## src/rtl/selftest_pkg.sv

```systemverilog
// Shared state codes, matrix colours and digit nibbles for the display self-test.
// The music player reuses these constants.
package selftest_pkg;

    localparam logic [2:0] S_IDLE   = 3'd0;
    localparam logic [2:0] S_RED    = 3'd1;
    localparam logic [2:0] S_GREEN  = 3'd2;
    localparam logic [2:0] S_YELLOW = 3'd3;
    localparam logic [2:0] S_DIGIT  = 3'd4;
    localparam logic [2:0] S_DONE   = 3'd5;

    // Each pixel is an {R,G} pair with R in the MSB.
    localparam logic [1:0] C_RED    = 2'b10;
    localparam logic [1:0] C_GREEN  = 2'b01;
    localparam logic [1:0] C_YELLOW = 2'b11;
    localparam logic [1:0] C_OFF    = 2'b00;

    localparam logic [3:0] NIB_BLANK = 4'hF;
    localparam logic [3:0] NIB_ALL   = 4'h8;

    function automatic logic [1:0] colour_of(input logic [2:0] s);
        case (s)
            S_RED:    return C_RED;
            S_GREEN:  return C_GREEN;
            S_YELLOW: return C_YELLOW;
            default:  return C_OFF;
        endcase
    endfunction

endpackage

```

## src/rtl/step_prescaler.sv

```systemverilog
// Free-running step-period counter with a synchronous clear and a count enable.
// It provides the period tick and the first-half blink phase.
module step_prescaler #(
    parameter int TICK_DIV = 50_000_000
) (
    input  logic                        clk,
    input  logic                        rst,
    input  logic                        clr,
    input  logic                        en,
    output logic [$clog2(TICK_DIV)-1:0] cnt,
    output logic                        tick,
    output logic                        half
);

    localparam int CW = $clog2(TICK_DIV);
    localparam logic [CW-1:0] LAST  = CW'(TICK_DIV - 1);
    localparam logic [CW-1:0] HALFV = CW'(TICK_DIV / 2);

    always_ff @(posedge clk) begin
        if (rst || clr) begin
            cnt <= '0;
        end else if (en) begin
            cnt <= (cnt == LAST) ? '0 : cnt + 1'b1;
        end
    end

    assign tick = en && (cnt == LAST);
    assign half = (cnt < HALFV);

endmodule

```

## src/rtl/selftest_sequencer.sv

```systemverilog
// Power-on display self-test: matrix red/green/yellow, then the 7-segment digits
// either blinking together or with one lit digit walking LSB to MSB.
module selftest_sequencer
    import selftest_pkg::*;
#(
    parameter int TICK_DIV    = 50_000_000,
    parameter int PIX         = 64,
    parameter int DIGITS      = 8,
    parameter int BLINK_STEPS = 3,
    parameter int WALK_MODE   = 0,
    parameter int BEEP_CYC    = 5_000_000
) (
    input  logic                  clk,
    input  logic                  rst,
    input  logic                  start,
    input  logic                  abort,
    output logic                  busy,
    output logic                  done,
    output logic [2:0]            step,
    output logic [2*PIX-1:0]      matrix_data,
    output logic [4*DIGITS-1:0]   numbers_data,
    output logic                  beep_en
);

    localparam int NPER = (WALK_MODE != 0) ? DIGITS : BLINK_STEPS;
    localparam int IW   = (NPER > 1) ? $clog2(NPER) : 1;
    localparam int CW   = $clog2(TICK_DIV);
    localparam logic [IW-1:0] LAST_IDX = IW'(NPER - 1);

    logic [2:0]    state;
    logic [IW-1:0] idx;
    logic [CW-1:0] cnt;
    logic          tick;
    logic          half;
    logic          start_go;
    logic          abort_go;
    logic [1:0]    colour;

    assign busy     = (state == S_RED) || (state == S_GREEN) ||
                      (state == S_YELLOW) || (state == S_DIGIT);
    assign done     = (state == S_DONE);
    assign step     = state;
    // start and abort are mutually exclusive by qualification, so abort winning is implicit.
    assign abort_go = abort && busy;
    assign start_go = start && !busy;

    step_prescaler #(
        .TICK_DIV (TICK_DIV)
    ) u_prescaler (
        .clk  (clk),
        .rst  (rst),
        .clr  (start_go || abort_go),
        .en   (busy),
        .cnt  (cnt),
        .tick (tick),
        .half (half)
    );

    always_ff @(posedge clk) begin
        if (rst) begin
            state <= S_IDLE;
            idx   <= '0;
        end else if (abort_go) begin
            state <= S_IDLE;
            idx   <= '0;
        end else if (start_go) begin
            state <= S_RED;
            idx   <= '0;
        end else if (tick) begin
            case (state)
                S_RED:    state <= S_GREEN;
                S_GREEN:  state <= S_YELLOW;
                S_YELLOW: state <= S_DIGIT;
                S_DIGIT: begin
                    if (idx == LAST_IDX) begin
                        state <= S_DONE;
                        idx   <= '0;
                    end else begin
                        idx <= idx + 1'b1;
                    end
                end
                default:  state <= state;
            endcase
        end
    end

    always_comb begin
        colour       = colour_of(state);
        matrix_data  = {PIX{colour & {2{half}}}};
        numbers_data = {DIGITS{NIB_BLANK}};
        if (state == S_DIGIT && half) begin
            for (int k = 0; k < DIGITS; k++) begin
                if (WALK_MODE == 0 || idx == IW'(k)) begin
                    numbers_data[4*k +: 4] = NIB_ALL;
                end
            end
        end
        beep_en = busy && (int'(cnt) < BEEP_CYC);
    end

endmodule
```

## config.mk

```make
export PLATFORM = sky130hd
export DESIGN_NAME = selftest_sequencer
export DESIGN_NICKNAME = d
export VERILOG_FILES = /design/src/rtl/selftest_pkg.sv /design/src/rtl/step_prescaler.sv /design/src/rtl/selftest_sequencer.sv
export SDC_FILE = /design/constraint.sdc
export NUM_CORES = 1
export LEC_CHECK = 0
export ABC_AREA = 1
export ABC_CLOCK_PERIOD_IN_PS = 3400
export BUFFER_PORTS_ARGS = -buffer_cell sky130_fd_sc_hd__clkbuf_2
export CORE_ASPECT_RATIO = 2
export CORE_MARGIN = 5
export CORE_UTILIZATION = 42
export DETAILED_ROUTE_END_ITERATION = 8
export PLACE_DENSITY = 0.78
export SYNTH_ARGS = -nofsm -noshare
export SYNTH_HDL_FRONTEND = slang
export SYNTH_SLANG_ARGS = --single-unit
```

## constraint.sdc

```tcl
create_clock -name clk -period 3.4 [get_ports clk]
set_clock_uncertainty 0.1 [all_clocks]
set_input_delay 0.34 -clock clk [delete_from_list [all_inputs] [get_ports clk]]
set_output_delay 0.34 -clock clk [all_outputs]
set_load 0.05 [all_outputs]
```

# Word-level counts from Yosys, hierarchy flattened

Cells that the tools add are included.

Magnitude comparators: 2
$add $sub $neg: 2
Multiplexer cells: 8
Shifts and indexed selects: 0
Bitwise operators: 1
Multiply operators: 0
Equality and inequality tests: 9
Div/mod/pow operators: 0
Reduce and logical (&&, ||, !) cells: 19

Operators with widths:

| kind                                                                    | number |
|---|---|
| 31-bit two-way mux                                                      | 1 |
| 26-bit by 1-bit adder with 26-bit output (second input constant)        | 1 |
| 26-bit equality test (second input constant)                            | 1 |
| 26-bit by 23-bit < comparator with 1-bit output (second input constant) | 1 |
| 26-bit by 25-bit < comparator with 1-bit output (second input constant) | 1 |
| 26-bit two-way mux                                                      | 1 |
| 3-bit one-hot mux with 4 select lines                                   | 1 |
| 3-bit by 2-bit equality test with 1-bit output (second input constant)  | 2 |
| 3-bit equality test (second input constant)                             | 2 |
| 2-bit one-hot mux with 3 select lines                                   | 1 |
| 3-bit AND reduction                                                     | 2 |
| 1-bit logical AND                                                       | 5 |
| 1-bit logical OR                                                        | 5 |
| 5-bit nonzero test                                                      | 1 |
| 4-bit nonzero test                                                      | 1 |
| 3-bit by 1-bit equality test with 1-bit output (second input constant)  | 1 |
| 3-bit two-way mux                                                       | 1 |
| 3-bit inequality test (second input constant)                           | 1 |
| 3-bit OR reduction                                                      | 1 |
| 2-bit by 1-bit adder with 2-bit output (second input constant)          | 1 |
| 2-bit bitwise AND                                                       | 1 |
| 2-bit equality test (second input constant)                             | 1 |
| 1-bit two-way mux                                                       | 2 |
| 2-bit two-way mux                                                       | 1 |
| other kinds (5)                                                         | 5 |

Latch bits: 0
Bits in writable memories: 0
Logic and storage cells: 45
Input port bits: 4
ROM bits: 0
Memories kept: 0
Bits in registers: 31

# Depth between registers and ports, before layout

Word-level depth: 8
Gate-level depth with buffers: 10
Mapped depth without buffers: 10

# By module

Synthesis repeated with hierarchy kept, for this count alone.

Cell total of the unflattened synthesis: 493
Area total of the unflattened synthesis: 3,258.1 um^2

Modules (own cells, without submodules):

| module             | area an instance (um^2) | cells each | seq. area each (um^2) | times used |
|---|---|---|---|---|
| selftest_sequencer | 1,687.9                 | 246        | 100.1                 | 1 |
| step_prescaler     | 1,570.3                 | 247        | 520.5                 | 1 |

# Worst setup path after synthesis

Ideal clock, no wire load.

Path type: register to output
Start: register state[1] (netlist: step[1])
End: output matrix_data[100]
Path buffers: 1
Slack: -0.967 ns
Arrival time: 3.927 ns
Stages on the path, launching flop included: 4
Path through: dfxtp_1 > nand2_1 > nor2_1 > buf_4

Longest elaborated chain between the ends: 3

RTL lines:

| item                                                                                                                    | line                     | source |
|---|---|---|
| start: declaration                                                                                                      | selftest_sequencer.sv:30 | `logic [2:0] state;` |
| start signal: assignment                                                                                                | selftest_sequencer.sv:82 | `default: state <= state;` |
| 3-bit by 2-bit equality test with 1-bit output / 3-bit by 1-bit equality test with 1-bit output (equally long branches) | selftest_pkg.sv:22       | `case (s)` |
| 2-bit one-hot mux with 3 select lines (*)                                                                               | selftest_pkg.sv:22       |  |
| 2-bit bitwise AND (*)                                                                                                   | selftest_sequencer.sv:89 | `matrix_data = {PIX{colour & {2{half}}}};` |
| end: declaration                                                                                                        | selftest_sequencer.sv:20 | `output logic [2*PIX-1:0] matrix_data,` |

Mark *: on every way between the ends. The rest lies on a longest branch, timed or not.

# Final worst setup path

Start: register u_prescaler.cnt[20]
End: output numbers_data[29]

Longest elaborated chain between the ends: 3

RTL lines:

| item                                            | line                     | source |
|---|---|---|
| start: declaration                              | step_prescaler.sv:10     | `output logic [$clog2(TICK_DIV)-1:0] cnt,` |
| start signal: assignment                        | step_prescaler.sv:23     | `cnt <= (cnt == LAST) ? '0 : cnt + 1'b1;` |
| 26-bit by 25-bit < comparator with 1-bit output | step_prescaler.sv:28     | `assign half = (cnt < HALFV);` |
| 1-bit logical AND                               | selftest_sequencer.sv:91 | `if (state == S_DIGIT && half) begin` |
| 31-bit two-way mux                              | selftest_sequencer.sv:91 |  |
| end: declaration                                | selftest_sequencer.sv:21 | `output logic [4*DIGITS-1:0] numbers_data,` |

Every way passes these cells.

==> impl_metrics.toml <==
[run_status]
status = "completed"

[floorplan]
die_h_um = 134
io_pins = 170
coreArea_mm2 = 0.00754
die_x_um = 71.9
die_area_mm2 = 0.00962
start_util = 0.427
placementRows = 45

[finish]
drive_gt1_frac = 0.413
fin_cells = 585
final_common_cell = "clkbuf_2"
layout_common_cells = "clkbuf_2 (161), nand2_1 (75), nor2_1 (57), inv_1 (40), dfxtp_1 (31)"
fin_util = 0.418
area_growth_pct = -1.98
fillCellCount = 779
nNetsFinal = 495
diodes = 0

[yosys]
synth_flop_cell = "dfxtp_1"
yosys.area.top_type = "buf_4"
syn_area_per_cell_um2 = 6.79
synth_top_area_frac = 0.369
synth_edf_count = 0
ys_seq_area_frac = 0.193
ys_seq_elements = 31
ys_top_cells_by_area = "buf_4 (37%), dfxtp_1 (19%), nand2_1 (8.7%)"
ys_warn_count = 0
synth-async-reset-ratio = 0
syn_area_mm2 = 0.00322
syn_inst = 474
synth_cell_type_count = 29

[power]
ir_drop_v = 0.000442
p_per_area_mw_per_mm2 = 428
p_leak_nw = 1.54

[clock_network]
cts.clk_slew.worst_paths_ns = 0.05
htreeDepth = 2
cts_tree = "done"
cts_resized = 0
clockBufferDepth = 2
cts_buffers = 5
hold_buffers = 0
clock-root-buffer = "clkbuf_16"
post_cts_buffers = 0
worstSkewPairLatency_ns = 0.28
cts_sinks = 31

[sta]
grt_setup_unrepaired = "false"
finalCritPeriodShare = 0.824
fmax_mhz = 357
worstMarginPinSlew_ns = 0.782
relSlewSlack = 0.477
setup_violations = 0
fin_tns_setup_ns = 0
setup_ws_ns = 0.597
slew_viol_final = 0
finalCriticalPeriod_ns = 2.80
hold_viol_final = 0

[critical_path]
crit_type = "reg2out"
r2r_start = "step[2]"
rr_worst_depth = 10
cpLargestDelayFamily = "simple AND/OR/NAND/NOR gates"
r2r-end = "u_prescaler.cnt[21]"
cp_slowest_stage_delay_ns = 0.60
r2r_setup_slack_ns = 1.28
crit_chain = "nand2_2 > nor3_1 > nand2_1 > nand4_1 > clkbuf_2"
cp.arrival_ns = 2.36
crit_buf_inv = 1
worstPathRequired_ns = 2.96
worst_setup_path_start_kind = "flop"
worstSetupEndpointType = "primary output"
worstPathMaxFanout = 24
cpMaxStageDelayCell = "nand4_1"

[placed_design]
placed_cells = 577
place_congestion = 0.935
dp_hpwl_um = 6080
pre_cts_slack_ns = 0.899
io_buffers = 161

[worst_hold_path]
hold_path_end = "step[0]"
hp-start = "rst"
whs_path_depth = 4
hold_class = "in2reg"

[drt]
via_per_inst = 4.58
antenna_left = 0
via_count = 2682
first_iter_violations = 54
drt_pass1_iterations = 4
routed_wirelength_um = 7360
wl_per_cell_um = 12.6
drt_drc_violations_left = 0

[global_route]
grt_pass1_wl_um = 10500
antenna_found_initial = 0
overflow = 0
grt_pass1_vias = 2234
grt_start_max_net_pins = 65
grt_usage = 0.142

[flow_run]
cap_viol_max_count = 0
## metrics by stage
step           instance area (um^2)  hold WS, ns  power (mW)
6_report                       3150        0.343        1.35
5_1_grt                        3150        0.360        1.38
4_1_cts                        3150        0.340        1.36
3_5_place_dp                   2980        0.424       0.828
3_3_place_gp                   2980        0.396       0.826
2_1_floorplan                  3240        0.373       0.867
## worst reg2reg max path, cell delays in order (launching register included)
cell     delay [ns]
dfxtp_1        0.43
inv_1          0.10
o21ai_0        0.09
nand2_1        0.39
nand2_1        0.19
nand2_1        0.15
nor2_8         0.16
nand2_4        0.17
inv_2          0.15
nand2_1        0.06
nor2_1         0.08
## logic make-up (layout without fill, tap and decap cells)
| family | Yosys count | after routing | share of synthesized area |
|---|---|---|---|
| other cells | 1 | 8 | 0.00117 |
| buf+inv | 205 | 215 | 0.431 |
| xor+xnor | 12 | 12 | 0.0327 |
| fa+ha+maj | 1 | 1 | 0.00389 |
| flops | 31 | 31 | 0.193 |
| compound gates | 18 | 18 | 0.0303 |
| simple gates | 206 | 206 | 0.308 |
## synth_stat cells, types with 4 or more instances
cell type    n
buf_4      158
nand2_2      4
nor2_2       5
nand4_1      8
nor2_4       5
xor2_1      10
a21oi_1      9
nor2_1      59
inv_1       40
nand3_1     24
dfxtp_1     31
o21ai_0      6
nand3_2      4
nor3_2       5
nor3_1      11
nand2_1     75
## routing by layer
layer,global-route usage,part of all wire,vias to the layer above
met5,0,0,-
met4,0.145,0.080,0
met3,0.0225,0.085,34
met2,0.270,0.54,137
met1,0.109,0.29,1177
li1,-,-,1334
## area by class of cell
| cell class | count | area (um^2) | share of cell area |
|---|---|---|---|
| well taps | 94 | 118 | 0.0373 |
| inverters | 43 | 161 | 0.0512 |
| clock inverters | 2 | 35.0 | 0.0111 |
| repair buffers | 164 | 828 | 0.263 |
| clock buffers | 6 | 139 | 0.0440 |
| multi-input cells | 245 | 1250 | 0.397 |
| flip-flops and latches | 31 | 621 | 0.197 |
## registers in the layout (all words and copies together), names as in the netlist
name	count
idx	2
step	3
u_prescaler.cnt	26
## how the worst max path moves through the flow
stage	endpoint	slack (ns)	from	depth (start not counted)
after global routing	numbers_data[25]	0.40	u_prescaler.cnt[19]	5
after global placement	numbers_data[20]	0.95	u_prescaler.cnt[20]	5
after CTS	numbers_data[29]	0.60	u_prescaler.cnt[20]	5
after floorplan	matrix_data[100]	-0.97	step[1]	3
final	numbers_data[29]	0.60	u_prescaler.cnt[20]	5
after detailed placement	numbers_data[29]	0.90	u_prescaler.cnt[20]	5
## report_power, final
part,leakage [nW],switching [mW],internal (mW)
Sequential,0.250,0.00373,0.366
Combinational,1.20,0.382,0.0646
Clock,0.0868,0.168,0.364
Total,1.54,0.554,0.795
Note: power is estimated with default switching activity, not from simulation.
